$ cat src/rtl/lcd_write_engine.sv
// lcd_write_engine: HD44780 byte writer (setup, E pulse, hold, execution wait, finish pulse).
// Define LCD_4BIT_EN to split each byte into two nibble transfers on lcd_db[7:4].
module lcd_write_engine #(
    parameter int T_AS        = 2,
    parameter int T_PW        = 12,
    parameter int T_H         = 1,
    parameter int T_EXEC      = 1850,
    parameter int T_EXEC_LONG = 76000
) (
    input  logic       clk,
    input  logic       rst,
    input  logic       start,
    input  logic       rs_in,
    input  logic [7:0] data_in,
    output logic       busy,
    output logic       finish,
    output logic       lcd_e,
    output logic       lcd_rs,
    output logic       lcd_rw,
    output logic [7:0] lcd_db
);
    localparam int M0   = T_AS > T_PW ? T_AS : T_PW;
    localparam int M1   = M0 > T_H ? M0 : T_H;
    localparam int M2   = M1 > T_EXEC ? M1 : T_EXEC;
    localparam int MAXP = M2 > T_EXEC_LONG ? M2 : T_EXEC_LONG;
    localparam int CW   = $clog2(MAXP) + 1;

    typedef enum logic [2:0] {IDLE, SETUP, PULSE, HOLD, EXEC, DONE} state_t;

    state_t state_q, state_d;
    logic [CW-1:0] cnt_q, cnt_d;
    logic [7:0] data_q, data_d, db_q, db_d;
    logic rs_q, rs_d, busy_q, fin_q, e_q;
    logic accept, zero, long_wait;
`ifdef LCD_4BIT_EN
    logic nib_q, nib_d;
`endif

    assign accept    = start && (state_q == IDLE || state_q == DONE);
    assign zero      = cnt_q == '0;
    // clear (0x01) and return-home (0x02/0x03) need the long execution wait
    assign long_wait = !rs_q && data_q[7:2] == 6'd0;

    always_comb begin
        state_d = state_q;
        cnt_d   = cnt_q;
        data_d  = data_q;
        rs_d    = rs_q;
`ifdef LCD_4BIT_EN
        nib_d   = nib_q;
`endif
        case (state_q)
            IDLE, DONE: begin
                state_d = IDLE;
                if (accept) begin
                    state_d = SETUP;
                    cnt_d   = CW'(T_AS - 1);
                    data_d  = data_in;
                    rs_d    = rs_in;
`ifdef LCD_4BIT_EN
                    nib_d   = 1'b0;
`endif
                end
            end
            SETUP: begin
                if (zero) begin
                    state_d = PULSE;
                    cnt_d   = CW'(T_PW - 1);
                end else cnt_d = cnt_q - 1'b1;
            end
            PULSE: begin
                if (zero) begin
                    state_d = HOLD;
                    cnt_d   = CW'(T_H - 1);
                end else cnt_d = cnt_q - 1'b1;
            end
            HOLD: begin
                if (!zero) cnt_d = cnt_q - 1'b1;
`ifdef LCD_4BIT_EN
                else if (!nib_q) begin
                    state_d = SETUP;
                    cnt_d   = CW'(T_AS - 1);
                    nib_d   = 1'b1;
                end
`endif
                else begin
                    state_d = EXEC;
                    cnt_d   = long_wait ? CW'(T_EXEC_LONG - 1) : CW'(T_EXEC - 1);
                end
            end
            EXEC: begin
                if (zero) state_d = DONE;
                else cnt_d = cnt_q - 1'b1;
            end
            default: state_d = IDLE;
        endcase
`ifdef LCD_4BIT_EN
        db_d = {nib_d ? data_d[3:0] : data_d[7:4], 4'h0};
`else
        db_d = data_d;
`endif
    end

    // pin outputs are registered from next-state so lcd_e cannot glitch
    always_ff @(posedge clk or posedge rst) begin
        if (rst) begin
            state_q <= IDLE;
            cnt_q   <= '0;
            data_q  <= '0;
            rs_q    <= 1'b0;
            db_q    <= '0;
            busy_q  <= 1'b0;
            fin_q   <= 1'b0;
            e_q     <= 1'b0;
`ifdef LCD_4BIT_EN
            nib_q   <= 1'b0;
`endif
        end else begin
            state_q <= state_d;
            cnt_q   <= cnt_d;
            data_q  <= data_d;
            rs_q    <= rs_d;
            db_q    <= db_d;
            busy_q  <= state_d inside {SETUP, PULSE, HOLD, EXEC};
            fin_q   <= state_d == DONE;
            e_q     <= state_d == PULSE;
`ifdef LCD_4BIT_EN
            nib_q   <= nib_d;
`endif
        end
    end

    assign busy   = busy_q;
    assign finish = fin_q;
    assign lcd_e  = e_q;
    assign lcd_rs = rs_q;
    assign lcd_rw = 1'b0;
    assign lcd_db = db_q;
endmodule

$ cat config.mk
export PLATFORM = sky130hd
export DESIGN_NAME = lcd_write_engine
export DESIGN_NICKNAME = d
export VERILOG_FILES = /design/src/rtl/lcd_write_engine.sv
export SDC_FILE = /design/constraint.sdc
export NUM_CORES = 1
export LEC_CHECK = 0
export CORE_MARGIN = 4
export CORE_UTILIZATION = 30
export DETAILED_ROUTE_END_ITERATION = 16
export SLEW_MARGIN = 40
export SYNTH_ARGS = -nofsm -noshare
export SYNTH_HDL_FRONTEND = slang
export SYNTH_SLANG_ARGS = --single-unit
$ cat constraint.sdc
create_clock -name clk -period 4.05 [get_ports clk]
set_input_delay 0.81 -clock clk [delete_from_list [all_inputs] [get_ports clk]]
set_output_delay 0.81 -clock clk [all_outputs]
set_load 0.02 [all_outputs]
==> flow_summary_export.csv, run 1 <==
group,metric,value,unit
outcome,status,"finished clean",
timing,fin_crit_sh,0.702,
timing,fin_tns_setup,0,ns
critical_path,critical_path.slowest_cell,"or4_4",
die,die-area,0.00805,mm²
clocking,cts_resized,0,
yosys,post-synth-top-count-cell,"dfrtp_1",
critical_path,cp-start-kind,"flip-flop",
yosys,yosysSeqAreaShare,0.412,
yosys,netlist_top_cells_count,"dfrtp_1, nor2_1, nand2_1",
routing,drt_first_pass_iters,4,
clocking,clk_path_buf_depth,2,
timing,setup_viol,0,
critical_path,critical_path.max_stage_delay,0.58,ns
global_routing,grt-ovfl-total,0,
place,detailedPlace.worstSlack,1.22,ns
place,hpwl,3470,µm
yosys,syn_area,0.00200,mm²
timing,period_needed,2.84,ns
die,start_util,0.312,
die,die_w,89.7,µm
place,post_dp_cell_area,0.00228,mm²
critical_path,path_class,"reg2reg",
final_layout,postLayoutCellArea,0.00237,mm²
pwr,internal-power,0.476,mW
die,core_area,0.00642,mm²
global_routing,grt_max_degree,26,
flow_run,maxCapViolCount,0,
clocking,cts_tree,"yes",
worst_hold_path,hold_path.class,"reg2reg",
yosys,async_reset_ff_frac,1.00,
yosys,ys_top_cells_by_area,"dfrtp_1, mux2_2, nor2_1",
pwr,clkPwrFrac,0.416,
routing,drtIter0Drc,111,
global_routing,grt_first_pass_wirelength,8500,µm
final_layout,fin_cells,314,
yosys,synthCells,217,
clocking,clock_latency,0.28,ns
yosys,synth_nets,231,
routing,routedWlPerCell,15.5,µm
routing,viasPerCell,5.45,
global_routing,gr-usage-all-layers,0.127,
final_layout,n_antenna_cell,0,
clocking,cts_buffers,5,
timing,skew,0.00515,ns
die,die_h,89.7,µm
pwr,peakVddDrop,0.167,mV
critical_path,path_buf_inv,1,
timing,layout_setup_ws,1.21,ns
yosys,synth-edff-count,0,
clocking,htreeDepth,2,
pwr,leakage,0.926,nW
final_layout,drive_above_1_share,0.156,
timing,finalHoldViolations,0,
clocking,postCtsSetupRepairBufs,0,
yosys,yosys_warnings,0,
critical_path,cp-end-kind,"flip-flop",
critical_path,arrival,3.05,ns
routing,num_vias,1710,
yosys,yosysTopAreaCellShare,0.412,
clocking,path_clk_slew,0.07,ns
critical_path,crit_fanout,15,
yosys,synthFlopType,"dfrtp_1",
pwr,power_frac_seq,0.548,
pwr,p_per_area,254,mW/mm²
routing,postRouteAntennaNets,0,
clocking,cts_sinks,33,
timing,maxSlewHeadroom,0.617,
place,io_buffers,23,
yosys,avgSynthCellArea,9.24,µm²
pwr,swShare,0.209,
final_layout,final_util,0.369,
final_layout,final_net_count,251,
critical_path,worstPathRequired,4.26,ns
final_layout,areaGrowthSynthToFinish,18.2,%
global_routing,grt_pass1_vias,1676,
place,gp_congestion,0.861,
yosys,synth.distinct_cells,63,
final_layout,fillers,664,
die,io_pins,25,
timing,max_freq,352,MHz
clocking,hold_buffers,0,
critical_path,path_delay_family,"simple AND/OR/NAND/NOR gates",
global_routing,antenna_found_initial,0,
clocking,root_buffer,"clkbuf_8",
pwr,switchingPower,0.125,mW
timing,final_max_slew_viol_count,0,
routing,drt_wl_total,4860,µm
place,dp_cells,307,
pwr,combPwrFrac,0.036,
critical_path,path_cells,"or4_4, nor4_4, nand3_4, o21ai_2, inv_2, and3_4, o22ai_1",
die,rows,29,
yosys,synth-seq-cells,33,
yosys,synth.largest_area_cell,"dfrtp_1",
timing,worstMarginPinSlew,0.574,ns
routing,drc_errors,0,
timing,rsz0062_at_grt,"false",
flip-flops by register name (all words and copies together) (netlist names):
| register | count |
|---|---|
| lcd_rs | 1 |
| state_q | 3 |
| cnt_q | 18 |
| lcd_db | 8 |
| lcd_e | 1 |
| busy | 1 |
| finish | 1 |
layout by cell type, fill, tap and decap left out, drive strengths merged, types with 2 or more instances in the layout:
master          n
dfrtp          33
clkdlybuf4s50  23
nor2           21
nand2          17
o21ai          17
a21oi          10
nor3           10
mux2            9
inv             8
clkbuf          7
o22ai           6
nor4            6
a31oi           5
nand3           5
xnor2           4
nor2b           4
and3            4
or4             4
or3             3
nand2b          3
o211ai          3
nand4b          2
xor2            2
o31ai           2
ha              2
buf             2
and2            2
nor3b           2
o311ai          2
power by group through the flow:
stage	logic, mW	registers, mW	clock network, mW
after floorplan	0.00802	0.336	0
after global placement	0.0217	0.336	0
after detailed placement	0.0224	0.336	0
after CTS	0.0224	0.330	0.256
after global routing	0.0243	0.329	0.274
final	0.0215	0.330	0.250
final cells by class:
type                       count  area, µm²  share of cell area
clock buffer                   7       86.3              0.0365
multi-input combinational    164       1080               0.458
sequential                    33        826               0.349
tap                           77       96.3              0.0407
timing repair buffer          25        245               0.104
inverter                       8       30.0              0.0127
path summary, 6_finish.rpt:
path	from	end	slack (ns)	depth (start not counted)
max in group asynchronous	rst	state_q[0]$_DFF_PP0_	2.67	3
worst min register to register	lcd_db[1]$_DFFE_PP0P_	lcd_db[1]$_DFFE_PP0P_	0.52	1
worst max register to register	cnt_q[9]$_DFFE_PP0P_	cnt_q[7]$_DFFE_PP0P_	1.21	7
worst max-delay path	cnt_q[9]$_DFFE_PP0P_	cnt_q[7]$_DFFE_PP0P_	1.21	7
min in group asynchronous	rst	cnt_q[7]$_DFFE_PP0P_	0.89	2
worst min-delay path	lcd_db[1]$_DFFE_PP0P_	lcd_db[1]$_DFFE_PP0P_	0.52	1
per-stage QoR:
step                      hold WS, ns  power, mW
after floorplan                 0.450      0.344
after global placement          0.494      0.357
after detailed placement        0.501      0.358
after CTS                       0.510      0.608
after global routing            0.552      0.628
final                           0.517      0.601
layer usage:
layer  GRT usage  vias to the layer above  part of all wire
li1            -                      830                 -
met1       0.176                      831              0.48
met2       0.194                       43              0.45
met3      0.0367                        6             0.058
met4      0.0383                        0             0.014
met5           0                        -                 0
cell families (layout without fill, tap and decap cells):
kind of cell    Yosys count  in the layout  synth area share
other cells               1              1           0.00187
flops                    33             33             0.412
mux                       9              9            0.0506
fa+ha+maj                 2              2            0.0125
buf+inv                  20             40            0.0493
compound gates           59             59             0.195
xor+xnor                  6              6            0.0262
simple gates             87             87             0.253
worst register-to-register path: cells and delay by family (launching register included):
kind / cells / cell delay (ns)
AND/OR/NAND/NOR: 4 / 1.54
AO/OA/AOI/OAI: 2 / 0.65
flip-flops: 1 / 0.42
buffers and inverters: 1 / 0.16
Power figures use the tool's default switching activity.
==> run 2, diff against run 1 <==
==> constraint.sdc (replaced) <==
create_clock -name clk -period 2.6 [get_ports clk]
set_input_delay 0.52 -clock clk [delete_from_list [all_inputs] [get_ports clk]]
set_output_delay 0.52 -clock clk [all_outputs]
set_load 0.02 [all_outputs]
==> flow_summary_export.csv, run 2 (synthesized netlist as in run 1, its figures left out) <==
group,metric,value,unit
routing,routedWlPerCell,14.9,µm
final_layout,drive_above_1_share,0.160,
routing,viasPerCell,5.38,
timing,rsz0062_at_grt,"false",
timing,finalHoldViolations,0,
final_layout,final_util,0.374,
clocking,clock_latency,0.28,ns
routing,drt_wl_total,4770,µm
place,gp_congestion,0.846,
global_routing,gr-usage-all-layers,0.123,
final_layout,fin_cells,320,
timing,max_freq,408,MHz
timing,fin_crit_sh,0.943,
routing,wl_met3,273,µm
global_routing,grt_first_pass_wirelength,8220,µm
flow_run,maxCapViolCount,0,
place,detailedPlace.worstSlack,0.159,ns
clocking,htreeDepth,2,
die,io_pins,25,
routing,drc_errors,0,
die,die_h,89.7,µm
place,hpwl,3410,µm
clocking,cts_buffers,5,
critical_path,crit_fanout,15,
final_layout,areaGrowthSynthToFinish,19.9,%
place,post_dp_cell_area,0.00231,mm²
clocking,root_buffer,"clkbuf_8",
timing,fin_tns_setup,0,ns
routing,highest_layer,"met4",
routing,drt-met1-wl,2270,µm
die,die-area,0.00805,mm²
outcome,status,"finished clean",
global_routing,grt-ovfl-total,0,
die,die_w,89.7,µm
global_routing,grt_max_degree,34,
final_layout,final_cell_mix,"dfrtp_1, clkdlybuf4s50_1, nor2_1",
worst_hold_path,hold_path.class,"reg2reg",
final_layout,postLayoutCellArea,0.00240,mm²
clocking,path_clk_slew,0.07,ns
pwr,peakVddDrop,0.265,mV
critical_path,cp-end-kind,"flip-flop",
final_layout,final_net_count,256,
die,start_util,0.312,
place,dp_cells,312,
global_routing,grt_pass1_vias,1689,
critical_path,cp-start-kind,"flip-flop",
final_layout,mostFrequentLayoutCell,"dfrtp_1",
timing,layout_setup_ws,0.148,ns
die,core_area,0.00642,mm²
pwr,leakage,0.947,nW
routing,postRouteAntennaNets,0,
timing,setup_viol,0,
clocking,cts_sinks,33,
final_layout,regArea,826,µm²
final_layout,multi_input_area,0.00109,mm²
critical_path,r2r_slack,0.15,ns
critical_path,arrival,2.66,ns
critical_path,path_class,"reg2reg",
final_layout,largest_register_ffs,18,
routing,route.met2.wl,2140,µm
timing,final_max_slew_viol_count,0,
final_layout,fillers,644,
timing,fin_hold_ws,0.491,ns
final_layout,largest_register,"cnt_q",
clocking,cts_tree,"yes",
die,rows,29,
final_layout,n_antenna_cell,0,
global_routing,antenna_found_initial,0,
routing,drtIter0Drc,179,
timing,period_needed,2.45,ns
pwr,power,0.913,mW
pwr,p_per_area,380,mW/mm²
place,io_buffers,23,
routing,num_vias,1722,
timing,skew,0.00666,ns
clocking,clk_path_buf_depth,2,
critical_path,worstPathRequired,2.80,ns
routing,drt_first_pass_iters,4,
clocking,hold_buffers,0,
-- run 2: critical path, stage by stage (launching register included) --
cell and delay [ns]:
dfrtp_1 0.41, or4_4 0.58, nor4_4 0.36, nand3_4 0.25
o21ai_2 0.31, inv_2 0.13, and3_4 0.18, o22ai_1 0.16
-- run 2: repair_timing --
item | 4_1_cts | 5_1_grt
gates resized for setup | 0 | 1
buffers inserted | 0 | 0
endpoints found under the setup margin | 0 | 1
-- run 2: worst paths after layout --
kind,depth (start not counted),from,end
setup / recovery,7,cnt_q[9]$_DFFE_PP0P_,cnt_q[7]$_DFFE_PP0P_
hold / removal,1,cnt_q[17]$_DFFE_PP0P_,cnt_q[17]$_DFFE_PP0P_
setup reg to reg,7,cnt_q[9]$_DFFE_PP0P_,cnt_q[7]$_DFFE_PP0P_
hold reg to reg,1,cnt_q[17]$_DFFE_PP0P_,cnt_q[17]$_DFFE_PP0P_
max in group asynchronous,3,rst,cnt_q[4]$_DFFE_PP0P_
min in group asynchronous,3,rst,lcd_db[0]$_DFFE_PP0P_
-- run 2: area by class of cell --
| cell class | count | share of cell area |
|---|---|---|
| sequential | 33 | 0.344 |
| timing repair buffer | 30 | 0.118 |
| clock buffer | 8 | 0.0333 |
| multi-input combinational | 164 | 0.453 |
| tap | 77 | 0.0401 |
| inverter | 8 | 0.0125 |
-- run 2: per-layer routing --
metal	up-vias	GRT usage
li1	837	-
met4	0	0.0562
met1	820	0.173
met5	-	0
met3	8	0.0292
met2	57	0.180
-- run 2: report_power, final --
part / total (mW) / leakage [nW] / internal, mW / switching (mW)
sequential: 0.513 / 0.389 / 0.513 / 0
combinational: 0.0317 / 0.518 / 0.0169 / 0.0148
clock: 0.368 / 0.0395 / 0.190 / 0.178
